===== src/rtl/display_scan_capture.sv =====
// Captures a multiplexed 4-digit active-low 7-segment scan into per-digit
// raw patterns, decoded hex nibbles and decimal points.
module display_scan_capture #(
  parameter int SETTLE_CYCLES  = 64,
  parameter int TIMEOUT_CYCLES = 131072
) (
  input  logic        clock_50MHz,
  input  logic        reset,
  input  logic [3:0]  digits,
  input  logic [7:0]  segments,
  output logic [31:0] raw,
  output logic [15:0] value,
  output logic [3:0]  code_ok,
  output logic [3:0]  dp,
  output logic        frame_valid,
  output logic        scan_error,
  output logic        scan_timeout
);

  localparam int SW = $clog2(SETTLE_CYCLES + 1);
  localparam int TW = $clog2(TIMEOUT_CYCLES + 1);

  localparam logic [SW-1:0] S_MAX  = SW'(SETTLE_CYCLES);
  localparam logic [SW-1:0] S_LAST = SW'(SETTLE_CYCLES - 1);
  localparam logic [TW-1:0] T_MAX  = TW'(TIMEOUT_CYCLES);
  localparam logic [TW-1:0] T_LAST = TW'(TIMEOUT_CYCLES - 1);

  logic [3:0]    dig_m;
  logic [3:0]    dig_s;
  logic [3:0]    dig_p;
  logic [7:0]    seg_m;
  logic [7:0]    seg_s;
  logic [7:0]    seg_p;
  logic [SW-1:0] stab_cnt;
  logic [TW-1:0] tmo_cnt;
  logic [3:0]    mask;

  logic       sel_chg;
  logic       seg_chg;
  logic       legal;
  logic       blank;
  logic       illegal;
  logic [1:0] idx;
  logic [3:0] dec_val;
  logic       dec_ok;
  logic       cap;
  logic       tmo_hit;
  logic [3:0] mask_n;

  // Previous-cycle copies sit after the synchronizer for change detection
  always_ff @(posedge clock_50MHz) begin
    if (reset) begin
      dig_m <= 4'hF;
      dig_s <= 4'hF;
      dig_p <= 4'hF;
      seg_m <= 8'hFF;
      seg_s <= 8'hFF;
      seg_p <= 8'hFF;
    end else begin
      dig_m <= digits;
      dig_s <= dig_m;
      dig_p <= dig_s;
      seg_m <= segments;
      seg_s <= seg_m;
      seg_p <= seg_s;
    end
  end

  assign sel_chg = (dig_s != dig_p);
  assign seg_chg = (seg_s != seg_p);

  always_comb begin
    legal = 1'b0;
    blank = 1'b0;
    idx   = 2'd0;
    unique case (dig_s)
      4'b1110: begin legal = 1'b1; idx = 2'd0; end
      4'b1101: begin legal = 1'b1; idx = 2'd1; end
      4'b1011: begin legal = 1'b1; idx = 2'd2; end
      4'b0111: begin legal = 1'b1; idx = 2'd3; end
      4'b1111: blank = 1'b1;
      default: ;
    endcase
  end

  assign illegal = !legal && !blank;

  always_comb begin
    dec_val = 4'h0;
    dec_ok  = 1'b1;
    unique case (seg_s[6:0])
      7'b1000000: dec_val = 4'h0;
      7'b1111001: dec_val = 4'h1;
      7'b0100100: dec_val = 4'h2;
      7'b0110000: dec_val = 4'h3;
      7'b0011001: dec_val = 4'h4;
      7'b0010010: dec_val = 4'h5;
      7'b0000010: dec_val = 4'h6;
      7'b1111000: dec_val = 4'h7;
      7'b0000000: dec_val = 4'h8;
      7'b0010000: dec_val = 4'h9;
      7'b0001000: dec_val = 4'hA;
      7'b0000011: dec_val = 4'hB;
      7'b1000110: dec_val = 4'hC;
      7'b0100001: dec_val = 4'hD;
      7'b0000110: dec_val = 4'hE;
      7'b0001110: dec_val = 4'hF;
      default:    dec_ok  = 1'b0;
    endcase
  end

  // Capture fires only on the step into saturation, so once per stable period
  assign cap = legal && !sel_chg && !seg_chg && (stab_cnt == S_LAST);
  assign tmo_hit = !sel_chg && (tmo_cnt == T_LAST);

  always_comb begin
    mask_n = mask;
    if (mask == 4'hF)
      mask_n = 4'h0;
    if (tmo_hit && !cap)
      mask_n = 4'h0;
    if (cap)
      mask_n = mask_n | (4'b0001 << idx);
  end

  always_ff @(posedge clock_50MHz) begin
    if (reset) begin
      stab_cnt <= '0;
      tmo_cnt  <= '0;
      mask     <= 4'h0;
    end else begin
      if (sel_chg || seg_chg || illegal)
        stab_cnt <= '0;
      else if (stab_cnt != S_MAX)
        stab_cnt <= stab_cnt + 1'b1;
      if (sel_chg)
        tmo_cnt <= '0;
      else if (tmo_cnt != T_MAX)
        tmo_cnt <= tmo_cnt + 1'b1;
      mask <= mask_n;
    end
  end

  always_ff @(posedge clock_50MHz) begin
    if (reset) begin
      raw          <= 32'hFFFF_FFFF;
      value        <= 16'h0;
      code_ok      <= 4'h0;
      dp           <= 4'h0;
      frame_valid  <= 1'b0;
      scan_error   <= 1'b0;
      scan_timeout <= 1'b0;
    end else begin
      frame_valid <= (mask == 4'hF);
      scan_error  <= illegal && sel_chg;
      if (cap)
        scan_timeout <= 1'b0;
      else if (tmo_hit)
        scan_timeout <= 1'b1;
      if (cap) begin
        raw[{idx, 3'b000} +: 8]  <= seg_s;
        value[{idx, 2'b00} +: 4] <= dec_val;
        code_ok[idx]             <= dec_ok;
        dp[idx]                  <= ~seg_s[7];
      end
    end
  end

endmodule


===== config.mk =====
export PLATFORM = sky130hd
export DESIGN_NAME = display_scan_capture
export DESIGN_NICKNAME = d
export VERILOG_FILES = /design/src/rtl/display_scan_capture.sv
export SDC_FILE = /design/constraint.sdc
export NUM_CORES = 1
export LEC_CHECK = 0
export CORE_MARGIN = 2
export CORE_UTILIZATION = 50
export CTS_CLUSTER_SIZE = 14
export DETAILED_ROUTE_END_ITERATION = 12
export MAX_ROUTING_LAYER = met4
export PLACE_DENSITY = 0.73
export RECOVER_POWER = 50
export SLEW_MARGIN = 25
export SYNTH_ARGS = -nofsm -noshare
export SYNTH_HDL_FRONTEND = slang
export SYNTH_SLANG_ARGS = --single-unit

===== constraint.sdc =====
create_clock -name clock_50MHz -period 4.5 [get_ports clock_50MHz]
set_input_delay 0.9 -clock clock_50MHz [delete_from_list [all_inputs] [get_ports clock_50MHz]]
set_output_delay 0.9 -clock clock_50MHz [all_outputs]
set_load 0.05 [all_outputs]

# After elaboration in Yosys (flattened, before gate mapping)
# Cells that the tools add are included.
[classes] n_addsub=4 bitwise=2 n_eq_ne=27 n_mux=14 n_lt_le_gt_ge=2 shifts=5 reduce_logical=21
[op_table] op="4-bit one-hot mux with 15 select lines" n=1
[op_table] op="32-bit bitwise mux" n=1
[op_table] op="8-bit by 7-bit variable shift with 32-bit output (first input constant)" n=1
[op_table] op="8-bit by 7-bit indexed part select with 32-bit output" n=1
[op_table] op="7-bit by 6-bit == test with 1-bit output (second input constant)" n=4
[op_table] op="7-bit == test (second input constant)" n=4
[op_table] op="7-bit by 5-bit == test with 1-bit output (second input constant)" n=3
[op_table] op="4-bit == test (second input constant)" n=5
[op_table] op="18-bit by 1-bit adder with 18-bit output (second input constant)" n=1
[op_table] op="18-bit by 17-bit == test with 1-bit output (second input constant)" n=1
[op_table] op="18-bit != test (second input constant)" n=1
[op_table] op="16-bit bitwise mux" n=1
[op_table] op="16-bit OR reduction" n=1
[op_table] op="4-bit by 6-bit variable shift with 16-bit output (first input constant)" n=1
[op_table] op="4-bit by 6-bit indexed part select with 16-bit output" n=1
[op_table] op="7-bit by 2-bit == test with 1-bit output (second input constant)" n=2
[op_table] op="7-bit by 4-bit == test with 1-bit output (second input constant)" n=2
[op_table] op="4-bit two-way mux" n=3
[op_table] op="4-bit bitwise mux" n=2
[op_table] op="1-bit logical AND" n=8
[op_table] op="8-bit != test" n=1
[op_table] op="7-bit by 1-bit adder with 7-bit output (second input constant)" n=1
[op_table] op="7-bit by 3-bit == test with 1-bit output (second input constant)" n=1
[op_table] op="7-bit zero test" n=1
[op_table] op="17 further kinds" n=27
[totals] in_bits=14 output_inout_bits=59 reg_bits=124

# Depth between registers and ports, before layout
# Gate-level depths: netlist (run 1).
[depth] ltp_word=11 ltp_mapped=10 ltp_nobuf=8

# Worst setup path after synthesis (run 1)
# OpenSTA, ideal clock, no wires.
[synth_path] path_kind="register to register" start="register dig_s[3]" end="register value[15]" setup_ps=60 path_slack_ps=2072 required_ps=4440 stages_incl_launch_ff=11 arrival_ps=2369 path_cell_list="dfxtp_1 > buf_4 > xnor2_1 > or2_1 > ha_1 > buf_2 > or4_1 > clkbuf_1 > a211o_1 > nor4_1 > a31o_1"
[synth_between] elab_chain_len=6
[synth_rtl] item="start, declared" line_no="29" text="logic [3:0] dig_s;"
[synth_rtl] item="start signal, assigned" line_no="61" text="dig_s <= dig_m;"
[synth_rtl] item="branches (longest 6 deep; another with 4-bit negation with 6-bit output)"
[synth_rtl] item="end signal, assigned by index" line_no="162" text="value[{idx, 2'b00} +: 4] <= dec_val;"
[synth_rtl] item="end, declared" line_no="12" text="output logic [15:0] value,"
# Parallel ways; which one is timed is not known.
# A chain may end at the register's enable or synchronous reset.

# Worst setup path in the final report (run 1)
[layout_path] start="register seg_s[6]" end="register value[6]"
[layout_between] elab_chain_len=4
[layout_rtl] item="start, declared" line_no="32" text="logic [7:0] seg_s;"
[layout_rtl] item="start signal, assigned" line_no="64" text="seg_s <= seg_m;"
[layout_rtl] item="7-bit by 4-bit == test with 1-bit output (tied with other cells)" line_no="91" text="unique case (seg_s[6:0])"
[layout_rtl] item="4-bit one-hot mux with 15 select lines or 1-bit zero test (tied branches)" line_no="91, 113"
[layout_rtl] item="4-bit by 6-bit indexed part select with 16-bit output or 1-bit logical AND (tied branches)" line_no="162, 113"
[layout_rtl] item="16-bit bitwise mux or 1-bit logical AND (tied branches)" line_no="162, 113"
# Several ways; a longest one is shown, not always the timed one.

==> out/metrics.json, run 1 <==
{
  "totalNegativeSetupSlack": {"value": 0, "unit": "ns"},
  "global_route_usage_over_all_layers": {"value": 23.8, "unit": "%"},
  "cpPeakStageDelay": {"value": 0.75, "unit": "ns"},
  "ant_nets": {"value": 0},
  "design.final.nets": {"value": 682},
  "core_region_area": {"value": 10800, "unit": "sq um"},
  "worst_hold_path.num_cells": {"value": 1},
  "areaGrowthSynthToFinish": {"value": 22.3, "unit": "%"},
  "iter_0_drt_violations": {"value": 373},
  "switching_share": {"value": 22.5, "unit": "%"},
  "gp_congestion": {"value": 0.835},
  "power.internal": {"value": 2.01, "unit": "mW"},
  "crit_path_max_fanout": {"value": 20},
  "p_clk_share": {"value": 50.1, "unit": "%"},
  "fillerInstances": {"value": 919},
  "power.static_leakage": {"value": 2.51, "unit": "nW"},
  "timing.critical_path.slowest_stage_cell": {"value": "dfxtp_1"},
  "tritoncts": {"value": "built"},
  "hold_viol_final": {"value": 0},
  "syn-mean-instance-area": {"value": 9.07, "unit": "sq um"},
  "synthArstFlopShare": {"value": 0, "unit": "%"},
  "power_density": {"value": 381, "unit": "nW/um^2"},
  "via_count": {"value": 4687},
  "failing_checks": {"value": "capacitance limit, slew limit"},
  "ios": {"value": 73},
  "worst_slew_margin": {"value": -22.9, "unit": "%"},
  "ys.warnings.count": {"value": 0},
  "drv.max_cap_violation_count": {"value": 1},
  "post_drt_wl_per_cell": {"value": 16.4, "unit": "microns"},
  "detail_route.wirelength": {"value": 13.2, "unit": "mm"},
  "synth_largest_type_area_fraction": {"value": 44.6, "unit": "%"},
  "tightest_slew": {"value": 1.84, "unit": "ns"},
  "post_route_cells_drive_above_1_share": {"value": 12.6, "unit": "%"},
  "post_synth_edffs": {"value": 0},
  "finalMaxSlewViolations": {"value": 105},
  "critPathTopFamily": {"value": "simple AND/OR/NAND/NOR gates"},
  "port_buffers": {"value": 72},
  "cp-end-kind": {"value": "flip-flop"},
  "setup_viol": {"value": 0},
  "path_buf_inv": {"value": 0},
  "effective_utilization_at_floorplan": {"value": 51.4, "unit": "%"},
  "ys_ff_latch": {"value": 124},
  "switchingPower": {"value": 0.585, "unit": "mW"},
  "dp_hpwl": {"value": 8.69, "unit": "mm"},
  "syn-instance-count": {"value": 614},
  "path_cells": {"value": "xor2_1 > nor4_1 > and3_1 > nand3_1 > o41ai_1"},
  "cell_variety_after_synth": {"value": 65},
  "worst_hold_path_type": {"value": "reg -> reg"},
  "p_seq_share": {"value": 43.7, "unit": "%"},
  "worstSkewPairLatency": {"value": 0.52, "unit": "ns"},
  "vias_per_cell": {"value": 5.79},
  "route.detailed.drc": {"value": 0},
  "cts-root-to-sink-buffers": {"value": 2},
  "post-cts-setup-buffers": {"value": 0},
  "cts.hold.buffers_added": {"value": 0},
  "finalCoreUtilization": {"value": 62.8, "unit": "%"},
  "path_clk_slew": {"value": 0.06, "unit": "ns"},
  "ant_diodes": {"value": 0},
  "finalCritPeriodShare": {"value": 74.1, "unit": "%"},
  "yosys.area.top_type": {"value": "dfxtp_1"},
  "reg2reg_depth": {"value": 5},
  "grt_pass1_wl": {"value": 21.6, "unit": "mm"},
  "firstDrtPassIters": {"value": 5},
  "grt_remaining_overflow": {"value": 0},
  "post_route_minimum_period": {"value": 3.33, "unit": "ns"},
  "post_synth_main_area_contributors": {"value": "dfxtp_1, or2_2, nor2_1"},
  "postSynthNetCount": {"value": 639},
  "h_tree_level_count": {"value": 4},
  "combinational_share_of_power": {"value": 6.2, "unit": "%"},
  "floorplan.die.height": {"value": 110, "unit": "microns"},
  "cts_resized": {"value": 0},
  "std_cell_rows": {"value": 38},
  "post_synth_instance_area": {"value": 5570, "unit": "sq um"},
  "die_area": {"value": 12000, "unit": "sq um"},
  "crit_path_start_kind": {"value": "flip-flop"},
  "timing.setup.critical_path_class": {"value": "reg -> reg"},
  "fraction_of_the_yosys_area_taken_by_sequential_cells": {"value": 44.6, "unit": "%"},
  "worst_ep_required": {"value": 4.90, "unit": "ns"},
  "critical_path_arrival": {"value": 3.73, "unit": "ns"},
  "initial_antenna_violation_count": {"value": 0},
  "fp.dieW": {"value": 110, "unit": "microns"},
  "unrepaired_setup_endpoints_after_global_routing": {"value": "no"},
  "skew": {"value": 0.0115, "unit": "ns"},
  "grt_start_max_net_pins": {"value": 105},
  "clk_root_buffer_cell": {"value": "clkbuf_8"},
  "outcome": {"value": "finished with violations"},
  "synth_ff_type": {"value": "dfxtp_1"},
  "timing.critical_path.depth": {"value": 5},
  "numClockSinks": {"value": 124},
  "grt_pass1_vias": {"value": 4371},
  "tritoncts.num_buffers": {"value": 17},
  "irDropWorstVdd": {"value": 0.229, "unit": "mV"},
  "timing.fmax": {"value": 300, "unit": "MHz"}
}
-- metrics by stage --
step	area, sq um	power (mW)	setup slack (ns)	instances	hold WS (ns)
floorplan	5570	1.28	2.07	614	0.389
global placement	6250	1.31	1.60	778	0.394
detailed placement	6250	1.32	1.37	778	0.393
CTS	6820	2.61	1.37	809	0.407
global route	6810	2.68	0.869	809	0.421
finish	6810	2.60	1.17	809	0.407
-- metal layers --
layer / vias up / GRT usage [%] / wire, microns
li1: 2276 / - / -
met1: 2225 / 29.5 / 5750
met2: 163 / 37.7 / 6440
met3: 23 / 6.05 / 838
met4: 0 / 8.68 / 209
met5: - / - / 0
-- placed cells by master (no fill, tap or decap), types with 11 or more instances in the layout --
cell	instances
ha_1	11
dlygate4sd3_1	25
nand2_1	28
nor3_1	12
clkdlybuf4s50_1	46
a21o_1	14
nand4_1	13
xnor2_1	20
o21ai_0	20
a21oi_1	27
nor4_1	21
nand3_1	21
a31oi_1	14
nor2_1	47
or2_2	34
dfxtp_1	124
inv_1	20
xor2_1	18
clkbuf_16	16
o211ai_1	12
-- cell families (layout without fill, tap and decap cells) --
group / after synthesis / after routing / share of synthesized area [%]
AO/OA/AOI/OAI: 131 / 131 / 16.3
XOR/XNOR: 38 / 38 / 5.97
adder cells (fa/ha/maj): 11 / 11 / 2.47
buffers and inverters: 75 / 130 / 5.93
flip-flops: 124 / 124 / 44.6
multiplexers: 4 / 4 / 0.741
AND/OR/NAND/NOR: 231 / 231 / 24.1
-- worst register-to-register path, delay by kind of cell (launching register included) --
family / cells / cell delay (ns)
AOI/OAI and AO/OA: 1 / 0.49
and+or+nand+nor: 3 / 1.80
DFF: 1 / 0.75
xor gates and xnor gates: 1 / 0.18
-- registers in the layout, indices dropped and copies added (netlist names) --
register / count
scan_error: 1
dig_s: 4
code_ok: 4
value: 16
scan_timeout: 1
frame_valid: 1
stab_cnt: 7
dig_m: 4
mask: 4
seg_m: 8
tmo_cnt: 18
dig_p: 4
seg_p: 8
raw: 32
dp: 4
seg_s: 8
-- synthesized netlist by cell type (all sizes together) (5+ instances only) --
| library cell | instances |
|---|---|
| ha | 11 |
| nand3 | 24 |
| clkbuf | 30 |
| xnor2 | 20 |
| o41ai | 6 |
| o211ai | 12 |
| nand4 | 14 |
| or3 | 5 |
| nand2 | 28 |
| nor4b | 6 |
| nor3 | 13 |
| o21ai | 27 |
| nor2 | 47 |
| xor2 | 18 |
| dfxtp | 124 |
| a41oi | 8 |
| a31oi | 14 |
| a21o | 14 |
| inv | 21 |
| nor4 | 23 |
| buf | 22 |
| a21oi | 27 |
| or2 | 35 |
| and3 | 8 |
-- final timing paths --
kind / startpoint / endpoint / slack, ns
min: dig_m[3]$_SDFF_PP1_ / dig_s[3]$_SDFF_PP1_ / 0.41
max: seg_s[6]$_SDFF_PP1_ / value[6]$_SDFFE_PP0P_ / 1.17
max reg2reg: seg_s[6]$_SDFF_PP1_ / value[6]$_SDFFE_PP0P_ / 1.17
min reg2reg: dig_m[3]$_SDFF_PP1_ / dig_s[3]$_SDFF_PP1_ / 0.41
-- power groups by stage --
stage               Sequential, mW  Clock [mW]  Combinational (mW)
finish                        1.14        1.30               0.161
global route                  1.14        1.37               0.179
CTS                           1.13        1.32               0.159
detailed placement            1.16           0               0.158
global placement              1.16           0               0.154
floorplan                     1.14           0               0.134
-- cell type report --
| class | instances | area (sq um) | area share [%] |
|---|---|---|---|
| multi-input cells | 415 | 2760 | 40.5 |
| flip-flops and latches | 124 | 2480 | 36.4 |
| repair buffers | 76 | 743 | 10.9 |
| clock buffers | 24 | 480 | 7.05 |
| well taps | 140 | 175 | 2.57 |
| clock inverters | 7 | 87.6 | 1.29 |
| inverters | 23 | 86.3 | 1.27 |
(Power assumes the default switching activity.)
==> run 2: changes to the inputs <==
PLACE_DENSITY = 0.76   (was 0.73)
clock period = 3.05 ns   (was 4.5 ns; I/O delays follow)
==> run 2 against run 1 <==
The flow still finishes with violations (capacitance limit, slew limit). Clock skew is 0.0065 ns lower. Via count grew 1.2%. Wire length is 1.5% lower. Flip-flop and latch count unchanged. Die area is the same. Critical endpoint is now raw[13]$_SDFFE_PP1P_. Critical path depth grew 3. Register-to-register slack got worse by 0.82 ns. Largest power group unchanged. Worst hold slack got worse by 0.0014 ns.
==> out/metrics.json, run 2 (synthesized netlist as in run 1, its figures left out) <==
{
  "cts.hold.buffers_added": {"value": 0},
  "areaGrowthSynthToFinish": {"value": 23.6, "unit": "%"},
  "hold_viol_final": {"value": 0},
  "crit_path_start_kind": {"value": "flip-flop"},
  "worstHoldEndpoint": {"value": "seg_s[4]$_SDFF_PP1_"},
  "layout_common_cells": {"value": "dfxtp_1, nor2_1, clkdlybuf4s50_1, or2_2, dlygate4sd3_1"},
  "port_buffers": {"value": 72},
  "largest_register_ffs": {"value": 32},
  "tritoncts.num_buffers": {"value": 17},
  "tritoncts": {"value": "built"},
  "skew": {"value": 0.00503, "unit": "ns"},
  "global_route_usage_over_all_layers": {"value": 23.5, "unit": "%"},
  "grt_start_max_net_pins": {"value": 53},
  "iter_0_drt_violations": {"value": 279},
  "timing.critical_path.slowest_stage_cell": {"value": "nor3b_2"},
  "cpPeakStageDelay": {"value": 0.61, "unit": "ns"},
  "drv.max_cap_violation_count": {"value": 1},
  "route.detailed.drc": {"value": 0},
  "ant_diodes": {"value": 0},
  "dp_hpwl": {"value": 8.64, "unit": "mm"},
  "largest_register": {"value": "raw"},
  "outcome": {"value": "finished with violations"},
  "reg2reg_setup_slack": {"value": 0.35, "unit": "ns"},
  "clk_root_buffer_cell": {"value": "clkbuf_8"},
  "gp_congestion": {"value": 0.867},
  "path_buf_inv": {"value": 0},
  "h_tree_level_count": {"value": 4},
  "path_clk_slew": {"value": 0.05, "unit": "ns"},
  "holdCritStartpoint": {"value": "seg_m[4]$_SDFF_PP1_"},
  "timing.setup.critical_path_class": {"value": "reg -> reg"},
  "effective_utilization_at_floorplan": {"value": 51.4, "unit": "%"},
  "worstSkewPairLatency": {"value": 0.52, "unit": "ns"},
  "firstDrtPassIters": {"value": 5},
  "worst_slew_margin": {"value": -23.5, "unit": "%"},
  "tightest_slew": {"value": 1.85, "unit": "ns"},
  "irDropWorstVdd": {"value": 0.335, "unit": "mV"},
  "failing_checks": {"value": "capacitance limit, slew limit"},
  "worst_r2r_startpoint": {"value": "dig_s[3]$_SDFF_PP1_"},
  "numClockSinks": {"value": 124},
  "cp-end-kind": {"value": "flip-flop"},
  "combinational_share_of_power": {"value": 6.7, "unit": "%"},
  "worst_hold_path_type": {"value": "reg -> reg"},
  "reg2reg_to": {"value": "raw[13]$_SDFFE_PP1P_"},
  "unrepaired_setup_endpoints_after_global_routing": {"value": "no"},
  "initial_antenna_violation_count": {"value": 0},
  "p_clk_share": {"value": 50.5, "unit": "%"},
  "cts-root-to-sink-buffers": {"value": 2},
  "finalMaxSlewViolations": {"value": 53},
  "fp.dieW": {"value": 110, "unit": "microns"},
  "power.static_leakage": {"value": 2.52, "unit": "nW"},
  "worst_ep_required": {"value": 3.50, "unit": "ns"},
  "finalCritPeriodShare": {"value": 88.5, "unit": "%"},
  "finalNonFillerCells": {"value": 820},
  "post-cts-setup-buffers": {"value": 0},
  "core_region_area": {"value": 10800, "unit": "sq um"},
  "grt_pass1_wl": {"value": 21.2, "unit": "mm"},
  "power_density": {"value": 563, "unit": "nW/um^2"},
  "biggestRegsByFlops": {"value": "raw (32), tmo_cnt (18), value (16)"},
  "detail_route.wirelength": {"value": 13.0, "unit": "mm"},
  "ant_nets": {"value": 0},
  "ios": {"value": 73},
  "post_route_minimum_period": {"value": 2.70, "unit": "ns"},
  "design.final.nets": {"value": 692},
  "grt_remaining_overflow": {"value": 0},
  "power.internal": {"value": 3.02, "unit": "mW"},
  "vias_per_cell": {"value": 5.78},
  "critPathTopFamily": {"value": "simple AND/OR/NAND/NOR gates"},
  "std_cell_rows": {"value": 38},
  "totalNegativeSetupSlack": {"value": 0, "unit": "ns"},
  "worst_hold_path.num_cells": {"value": 1},
  "layout.cells.most_common": {"value": "dfxtp_1"},
  "reg2reg_depth": {"value": 8},
  "switching_share": {"value": 22.1, "unit": "%"},
  "numPlacedInstances": {"value": 788},
  "timing.fmax": {"value": 370, "unit": "MHz"},
  "post_drt_wl_per_cell": {"value": 15.9, "unit": "microns"},
  "die_area": {"value": 12000, "unit": "sq um"},
  "floorplan.die.height": {"value": 110, "unit": "microns"},
  "post_route_cells_drive_above_1_share": {"value": 12.9, "unit": "%"},
  "crit_path_max_fanout": {"value": 9},
  "setup_viol": {"value": 0},
  "p_seq_share": {"value": 42.9, "unit": "%"},
  "switchingPower": {"value": 0.858, "unit": "mW"},
  "critical_path_arrival": {"value": 3.15, "unit": "ns"},
  "via_count": {"value": 4743},
  "cts_resized": {"value": 0},
  "path_cells": {"value": "xnor2_1 > or2_1 > ha_1 > nor2b_1 > nor3b_2 > a21o_1 > nor4_1 > a21oi_1"},
  "grt_pass1_vias": {"value": 4429}
}
==> run 2: changes by cell type in the layout (fill, tap and decap cells not counted), sizes merged <==
| cell | change |
|---|---|
| bufinv | +1 |
| clkinv | -1 |
| dlygate4sd3 | +5 |
| clkbuf | +3 |
| buf | +8 |
| clkdlybuf4s50 | -5 |
==> run 2: how the worst max path moves through the flow <==
stage / startpoint / slack (ns) / endpoint / cells past startpoint
after floorplan: dig_s[3]$_SDFF_PP1_ / 0.62 / value[15]$_SDFFE_PP0P_ / 10
after global placement: dig_s[3]$_SDFF_PP1_ / 0.53 / value[15]$_SDFFE_PP0P_ / 7
after CTS: dig_s[3]$_SDFF_PP1_ / 0.36 / raw[13]$_SDFFE_PP1P_ / 8
final: dig_s[3]$_SDFF_PP1_ / 0.35 / raw[13]$_SDFFE_PP1P_ / 8
after global routing: dig_s[3]$_SDFF_PP1_ / 0.19 / raw[8]$_SDFFE_PP1P_ / 8
after detailed placement: dig_s[3]$_SDFF_PP1_ / 0.44 / raw[11]$_SDFFE_PP1P_ / 8
==> run 2: cell type report <==
type                            count  area (sq um)
Multi-Input combinational cell    415          2750
Timing Repair Buffer               86           812
Fill cell                         926          3960
Inverter                           23          86.3
Clock buffer                       25           464
Clock inverter                      7           113
Tap cell                          140           175
Sequential cell                   124          2480
==> run 2: layer usage <==
| metal | wire length, microns | share of wire (%) | track usage, % |
|---|---|---|---|
| met4 | 291 | 2.2 | 11.8 |
| met3 | 825 | 6.3 | 6.16 |
| met2 | 6380 | 49 | 36.7 |
| met5 | 0 | 0 | - |
| met1 | 5530 | 42 | 28.1 |
==> run 2: power groups by stage <==
stage,Combinational [mW],Sequential [mW],Clock [mW]
global route,0.283,1.67,2.06
detailed placement,0.254,1.70,0
finish,0.258,1.66,1.96
global placement,0.246,1.70,0
CTS,0.256,1.66,1.99
floorplan,0.198,1.69,0
==> run 2: metrics by stage <==
step           power [mW]  area, sq um  hold WS, ns  utilization, %  worst slack [ns]
5_1_grt              4.01         6890        0.416            63.5             0.187
6_report             3.88         6890        0.405            63.5             0.351
3_5_place_dp         1.95         6320        0.394            58.3             0.435
4_1_cts              3.91         6900        0.406            63.7             0.362
3_3_place_gp         1.94         6320        0.394            58.3             0.525
2_1_floorplan        1.89         5570        0.389               -             0.622
==> run 3: changes to the inputs <==
CTS_CLUSTER_SIZE = 16   (was 14)
==> results of run 3 <==
Same layout as run 2: the final DEF is identical, and so are final timing and power.
